<file path="config.mk">
export PLATFORM = sky130hd
export DESIGN_NAME = shared_reg_arbiter
export DESIGN_NICKNAME = d
export VERILOG_FILES = /design/src/rtl/shared_reg_pkg.sv /design/src/rtl/rr_owner_fsm.sv /design/src/rtl/shared_reg_arbiter.sv
export SDC_FILE = /design/constraint.sdc
export NUM_CORES = 1
export LEC_CHECK = 0
export ABC_AREA = 1
export CAP_MARGIN = 20
export CORE_ASPECT_RATIO = 0.8
export CORE_MARGIN = 4
export CORE_UTILIZATION = 45
export CTS_BUF_LIST = sky130_fd_sc_hd__clkbuf_16
export CTS_CLUSTER_DIAMETER = 80
export DETAILED_ROUTE_END_ITERATION = 12
export PLACE_DENSITY_LB_ADDON = 0.15
export SYNTH_ARGS = -nofsm -noshare
export SYNTH_HDL_FRONTEND = slang
export SYNTH_SLANG_ARGS = --single-unit
</file>
<file path="constraint.sdc">
create_clock -name clk -period 2.3 [get_ports clk]
set_input_delay 0.23 -clock clk [delete_from_list [all_inputs] [get_ports clk]]
set_output_delay 0.23 -clock clk [all_outputs]
set_load 0.005 [all_outputs]
</file>
<file path="src/rtl/shared_reg_pkg.sv">
// Shared definitions for the two-client shared register arbiter:
// ownership states, q_src encodings and the round-robin tie-break helper.
package shared_reg_pkg;

  typedef enum logic [1:0] {
    IDLE  = 2'd0,
    OWN_A = 2'd1,
    OWN_B = 2'd2
  } state_t;

  localparam logic [1:0] SRC_NONE = 2'b00;
  localparam logic [1:0] SRC_A    = 2'b01;
  localparam logic [1:0] SRC_B    = 2'b10;

  localparam logic OWNER_A = 1'b0;
  localparam logic OWNER_B = 1'b1;

  // On a tie the client that did not own the register last time wins.
  function automatic state_t pick_owner(input logic a_req, input logic b_req,
                                        input logic last_owner);
    if (a_req && b_req) return (last_owner == OWNER_A) ? OWN_B : OWN_A;
    if (a_req)          return OWN_A;
    if (b_req)          return OWN_B;
    return IDLE;
  endfunction

endpackage

</file>
<file path="src/rtl/rr_owner_fsm.sv">
// Round-robin ownership FSM: decides which client owns the shared register,
// enforces the MAX_HOLD fairness limit and drives the registered grants.
module rr_owner_fsm
  import shared_reg_pkg::*;
#(
  parameter int MAX_HOLD = 4
) (
  input  logic       clk,
  input  logic       rst_n,
  input  logic       clr,
  input  logic       a_req,
  input  logic       b_req,
  output logic       a_gnt,
  output logic       b_gnt,
  output logic [1:0] state_dbg
);

  localparam logic [7:0] HOLD_LAST = 8'(MAX_HOLD - 1);

  state_t     state_q, state_d;
  logic       last_owner_q, last_owner_d;
  logic [7:0] hold_cnt_q, hold_cnt_d;

  always_comb begin
    state_d      = state_q;
    last_owner_d = last_owner_q;
    hold_cnt_d   = hold_cnt_q;
    case (state_q)
      IDLE: state_d = pick_owner(a_req, b_req, last_owner_q);
      OWN_A: begin
        if (!a_req) begin
          last_owner_d = OWNER_A;
          state_d      = pick_owner(1'b0, b_req, OWNER_A);
        end else if (b_req && hold_cnt_q == HOLD_LAST) begin
          last_owner_d = OWNER_A;
          state_d      = OWN_B;
        end else if (hold_cnt_q != HOLD_LAST) begin
          hold_cnt_d = hold_cnt_q + 8'd1;
        end
      end
      OWN_B: begin
        if (!b_req) begin
          last_owner_d = OWNER_B;
          state_d      = pick_owner(a_req, 1'b0, OWNER_B);
        end else if (a_req && hold_cnt_q == HOLD_LAST) begin
          last_owner_d = OWNER_B;
          state_d      = OWN_A;
        end else if (hold_cnt_q != HOLD_LAST) begin
          hold_cnt_d = hold_cnt_q + 8'd1;
        end
      end
      default: state_d = IDLE;
    endcase
    if (state_d != state_q) hold_cnt_d = 8'd0;
    // Clear drops ownership but keeps the round-robin history.
    if (clr) begin
      state_d      = IDLE;
      hold_cnt_d   = 8'd0;
      last_owner_d = last_owner_q;
    end
  end

  always_ff @(posedge clk or negedge rst_n) begin
    if (!rst_n) begin
      state_q      <= IDLE;
      last_owner_q <= OWNER_B;
      hold_cnt_q   <= 8'd0;
    end else begin
      state_q      <= state_d;
      last_owner_q <= last_owner_d;
      hold_cnt_q   <= hold_cnt_d;
    end
  end

  assign a_gnt     = (state_q == OWN_A);
  assign b_gnt     = (state_q == OWN_B);
  assign state_dbg = state_q;

endmodule

</file>
<file path="src/rtl/shared_reg_arbiter.sv">
// Single-driver shared register written by whichever of two clients currently
// owns it, with top-priority clear, update strobe and contention counter.
module shared_reg_arbiter
  import shared_reg_pkg::*;
#(
  parameter int                 WIDTH    = 8,
  parameter int                 MAX_HOLD = 4,
  parameter int                 CW       = 8,
  parameter logic [WIDTH-1:0]   RST_VAL  = '0
) (
  input  logic             clk,
  input  logic             rst_n,
  input  logic             a_req,
  input  logic [WIDTH-1:0] a_data,
  output logic             a_gnt,
  input  logic             b_req,
  input  logic [WIDTH-1:0] b_data,
  output logic             b_gnt,
  input  logic             clr,
  output logic [WIDTH-1:0] q,
  output logic [1:0]       q_src,
  output logic             upd,
  output logic [CW-1:0]    contention_cnt
);

  logic [1:0]       fsm_state;
  logic             wr_a, wr_b;
  logic [WIDTH-1:0] q_q, q_d;
  logic [1:0]       q_src_q, q_src_d;
  logic             upd_q, upd_d;
  logic [CW-1:0]    cnt_q, cnt_d;

  rr_owner_fsm #(.MAX_HOLD(MAX_HOLD)) u_fsm (
    .clk       (clk),
    .rst_n     (rst_n),
    .clr       (clr),
    .a_req     (a_req),
    .b_req     (b_req),
    .a_gnt     (a_gnt),
    .b_gnt     (b_gnt),
    .state_dbg (fsm_state)
  );

  // Only the current owner writes, and only while it still requests.
  assign wr_a = (fsm_state == OWN_A) && a_req;
  assign wr_b = (fsm_state == OWN_B) && b_req;

  always_comb begin
    q_d     = q_q;
    q_src_d = q_src_q;
    if (clr) begin
      q_d     = RST_VAL;
      q_src_d = SRC_NONE;
    end else if (wr_a) begin
      q_d     = a_data;
      q_src_d = SRC_A;
    end else if (wr_b) begin
      q_d     = b_data;
      q_src_d = SRC_B;
    end
    upd_d = (q_d != q_q) || (q_src_d != q_src_q);
    cnt_d = cnt_q;
    if (a_req && b_req && cnt_q != {CW{1'b1}}) cnt_d = cnt_q + CW'(1);
  end

  always_ff @(posedge clk or negedge rst_n) begin
    if (!rst_n) q_q <= RST_VAL;
    else        q_q <= q_d;
  end

  always_ff @(posedge clk or negedge rst_n) begin
    if (!rst_n) q_src_q <= SRC_NONE;
    else        q_src_q <= q_src_d;
  end

  always_ff @(posedge clk or negedge rst_n) begin
    if (!rst_n) upd_q <= 1'b0;
    else        upd_q <= upd_d;
  end

  always_ff @(posedge clk or negedge rst_n) begin
    if (!rst_n) cnt_q <= '0;
    else        cnt_q <= cnt_d;
  end

  assign q              = q_q;
  assign q_src          = q_src_q;
  assign upd            = upd_q;
  assign contention_cnt = cnt_q;

endmodule

</file>
==> reports/results.ini <==
[yosys]
ys_ff_latch=30
synthMuxAreaShare=0.00620
synth_top_family_by_area=simple AND/OR/NAND/NOR gates
syn_nets=254
postSynthCellCount=227
synth-seq-area-share=0.414
synth_warnings=0
synth-simple-area-share=0.303
synthArstFlopShare=1.00
synthTopCellsByArea=dfrtp_1 (40%), nand2_1 (11%), xor2_1 (7.2%)
avgSynthCellArea_sq_um=8.00
netlist_area_sq_um=1820
synth_top_area_frac=0.399
yosys.cell_types.count=31
yosys.area.top_type=dfrtp_1
synth-compound-area-share=0.0785
synth-adder-area-share=0.0413
synth_edf_count=0
synth_xor_area_frac=0.0868
synth_ff_type=dfrtp_1

[timing]
fin_crit_sh=0.919
rsz0062_at_grt=false
fin_crit_ps=2110
max_clock_freq_ghz=0.473
hold_viol_final=0
finalSetupTns_ps=0
worstMarginPinSlew_ps=381
hold-worst-slack_ps=343
slew_violations=0
setup_violations=0
fin_worst_skew_ps=4.51
slew-limit-headroom=0.746

[clock_network]
clk_latency_ps=270
numCtsBuffers=5
cts_tree=built
cts.sinks=30
h-tree-depth=2
cts_setup_buffers=0
hold_buffers=0
clk_path_buf_depth=2
root_buffer=clkbuf_16
clkTransAtPathRegs_ps=50
cts.repair.resized=0

[floorplanning]
die-area_sq_um=5120
fp.dieW_microns=79.0
start_util=0.471
io_pins=42
core_sq_um=3850
die_y_microns=64.8
rows=20

[global_routing]
grt_pass1_vias=1505
gr-usage-all-layers=0.174
grt_start_max_net_pins=31
grt_overflow=0
grt_pass1_wl_mm=6.89
grt_antenna_before_repair=0

[routing]
routed_wl_mm=4.19
drt_iter0_markers=129
drc=0
drtAntennaViolNets=0
dr.pass1.iters=4
routed_via_density=4.77
num_vias=1584
post_drt_wl_per_cell_microns=12.6

[pwr]
power_density_nw_per_um2=806
ir_drop_mv=0.517
leakage_nw=1.14

[setup_path]
cp_max_fo=7
crit_slowest_cell=dfrtp_1
crit_path_end_kind=flip-flop
crit_path_cell_trace=inv_1 > ha_1 > nand2_2 > nand2_2 > inv_2 > o211ai_1 > nand2_1 > xor2_1 > nand3_1 > nor2_1 > nand3_1
crit_type=flip-flop to flip-flop
cp.required_ps=2450
critPathBufInv=2
crit_family=simple AND/OR/NAND/NOR gates
startpoint=u_fsm.state_dbg[1]
r2r_start=u_fsm.state_dbg[1]
slowest_delay_ps=450
arrival_ps=2260
start_kind=flip-flop

[flow_run]
max-cap-violations=0

[placed_design]
globalplace.congestion=0.928
io_buffer_count=41
post-dp-hpwl_mm=3.11
postPlaceCellArea_sq_um=2310

[cells_and_area]
nets=304
num-fill-cells=363
final_area_sq_um=2440
diodes=0
final_layout_size_suffix_gt1_frac=0.116
area_growth_syn_to_layout_pct=34.4

[min_path]
worstHoldPathType=input port to asynchronous set/reset pin

[status]
status=finished clean

==> state kept, by name, summed over array words and instances, names as in the netlist <==
register and flops:
u_fsm.state_dbg 2, q 8, contention_cnt 8, upd 1, u_fsm.last_owner_q 1, q_src 2
u_fsm.hold_cnt_q 8
==> metrics by stage <==
step / util / power [mW] / worst slack, ps / instances
2_1_floorplan: - / 1.06 / 607 / 227
3_3_place_gp: 0.599 / 1.36 / 235 / 325
3_5_place_dp: 0.599 / 1.36 / 199 / 325
4_1_cts: 0.634 / 1.98 / 246 / 332
5_1_grt: 0.634 / 2.09 / 5.50 / 332
6_report: 0.634 / 1.97 / 186 / 332
==> worst paths after layout <==
| path | slack [ps] | end | cells past startpoint |
|---|---|---|---|
| setup / recovery | 190 | upd | 11 |
| hold / removal | 340 | contention_cnt[7] | 2 |
| setup reg to reg | 190 | upd | 11 |
| hold reg to reg | 500 | u_fsm.last_owner_q | 2 |
| max in group asynchronous | 1640 | u_fsm.last_owner_q | 2 |
| min in group clk | 500 | u_fsm.last_owner_q | 2 |
==> cells by family (layout without fill, tap and decap cells) <==
| family | count (synthesis) | in the layout |
|---|---|---|
| flip-flops | 30 | 30 |
| AO/OA/AOI/OAI | 17 | 17 |
| XOR/XNOR | 18 | 18 |
| buffers and inverters | 32 | 82 |
| AND/OR/NAND/NOR | 123 | 123 |
| adder cells (fa/ha/maj) | 6 | 6 |
| multiplexers | 1 | 1 |
==> worst reg2reg max path: stages, from the launching register on <==
cell	delay [ps]
dfrtp_1	450
inv_1	120
ha_1	280
nand2_2	150
nand2_2	100
inv_2	150
o211ai_1	120
nand2_1	110
xor2_1	150
nand3_1	80
nor2_1	170
nand3_1	110
==> layout make-up <==
cell class | instances | area (sq um) | share of cell area
clock inverter | 2 | 10.0 | 0.00410
sequential | 30 | 752 | 0.308
multi-input combinational | 165 | 937 | 0.384
inverter | 31 | 116 | 0.0476
tap | 55 | 68.8 | 0.0282
timing repair buffer | 44 | 433 | 0.177
clock buffer | 5 | 125 | 0.0512
==> power breakdown <==
group	internal, mW	total, mW	switching (mW)
Sequential	0.632	0.739	0.107
Clock	0.389	0.610	0.220
Combinational	0.323	0.620	0.297
Total	1.34	1.97	0.624
==> Yosys cell counts, types with 2 or more instances <==
| cell type | number |
|---|---|
| xnor2_1 | 3 |
| nor2_2 | 3 |
| ha_1 | 6 |
| inv_2 | 3 |
| a21oi_1 | 4 |
| nand3_1 | 23 |
| nand2_1 | 51 |
| nor3_1 | 10 |
| nor2_1 | 25 |
| dfrtp_1 | 29 |
| o211ai_2 | 3 |
| nand2_2 | 4 |
| o211ai_1 | 3 |
| inv_1 | 28 |
| xor2_1 | 15 |
| o21ai_0 | 2 |
==> placed cells by master (no fill, tap or decap), types with 2 or more instances in the layout <==
cell and count:
clkbuf_16 5, o211ai_2 3, a21oi_1 4, nand2_2 4, nor3_1 10, xor2_1 15
xnor2_1 3, o211ai_1 3, o21ai_0 2, inv_2 3, nand3_1 23, nor2_2 3
dfrtp_1 29, clkdlybuf4s50_1 41, nand2_1 51, nor2_1 25, buf_4 3, inv_1 28
clkinv_2 2, ha_1 6
==> layer usage <==
| layer | routed length (microns) | up-vias | GRT usage |
|---|---|---|---|
| met3 | 240 | 8 | 0.0458 |
| met5 | 0 | - | 0 |
| met1 | 2240 | 701 | 0.261 |
| li1 | - | 832 | - |
| met4 | 56 | 0 | 0.0644 |
| met2 | 1660 | 43 | 0.236 |
No activity file was read; power rests on OpenSTA's default activity.
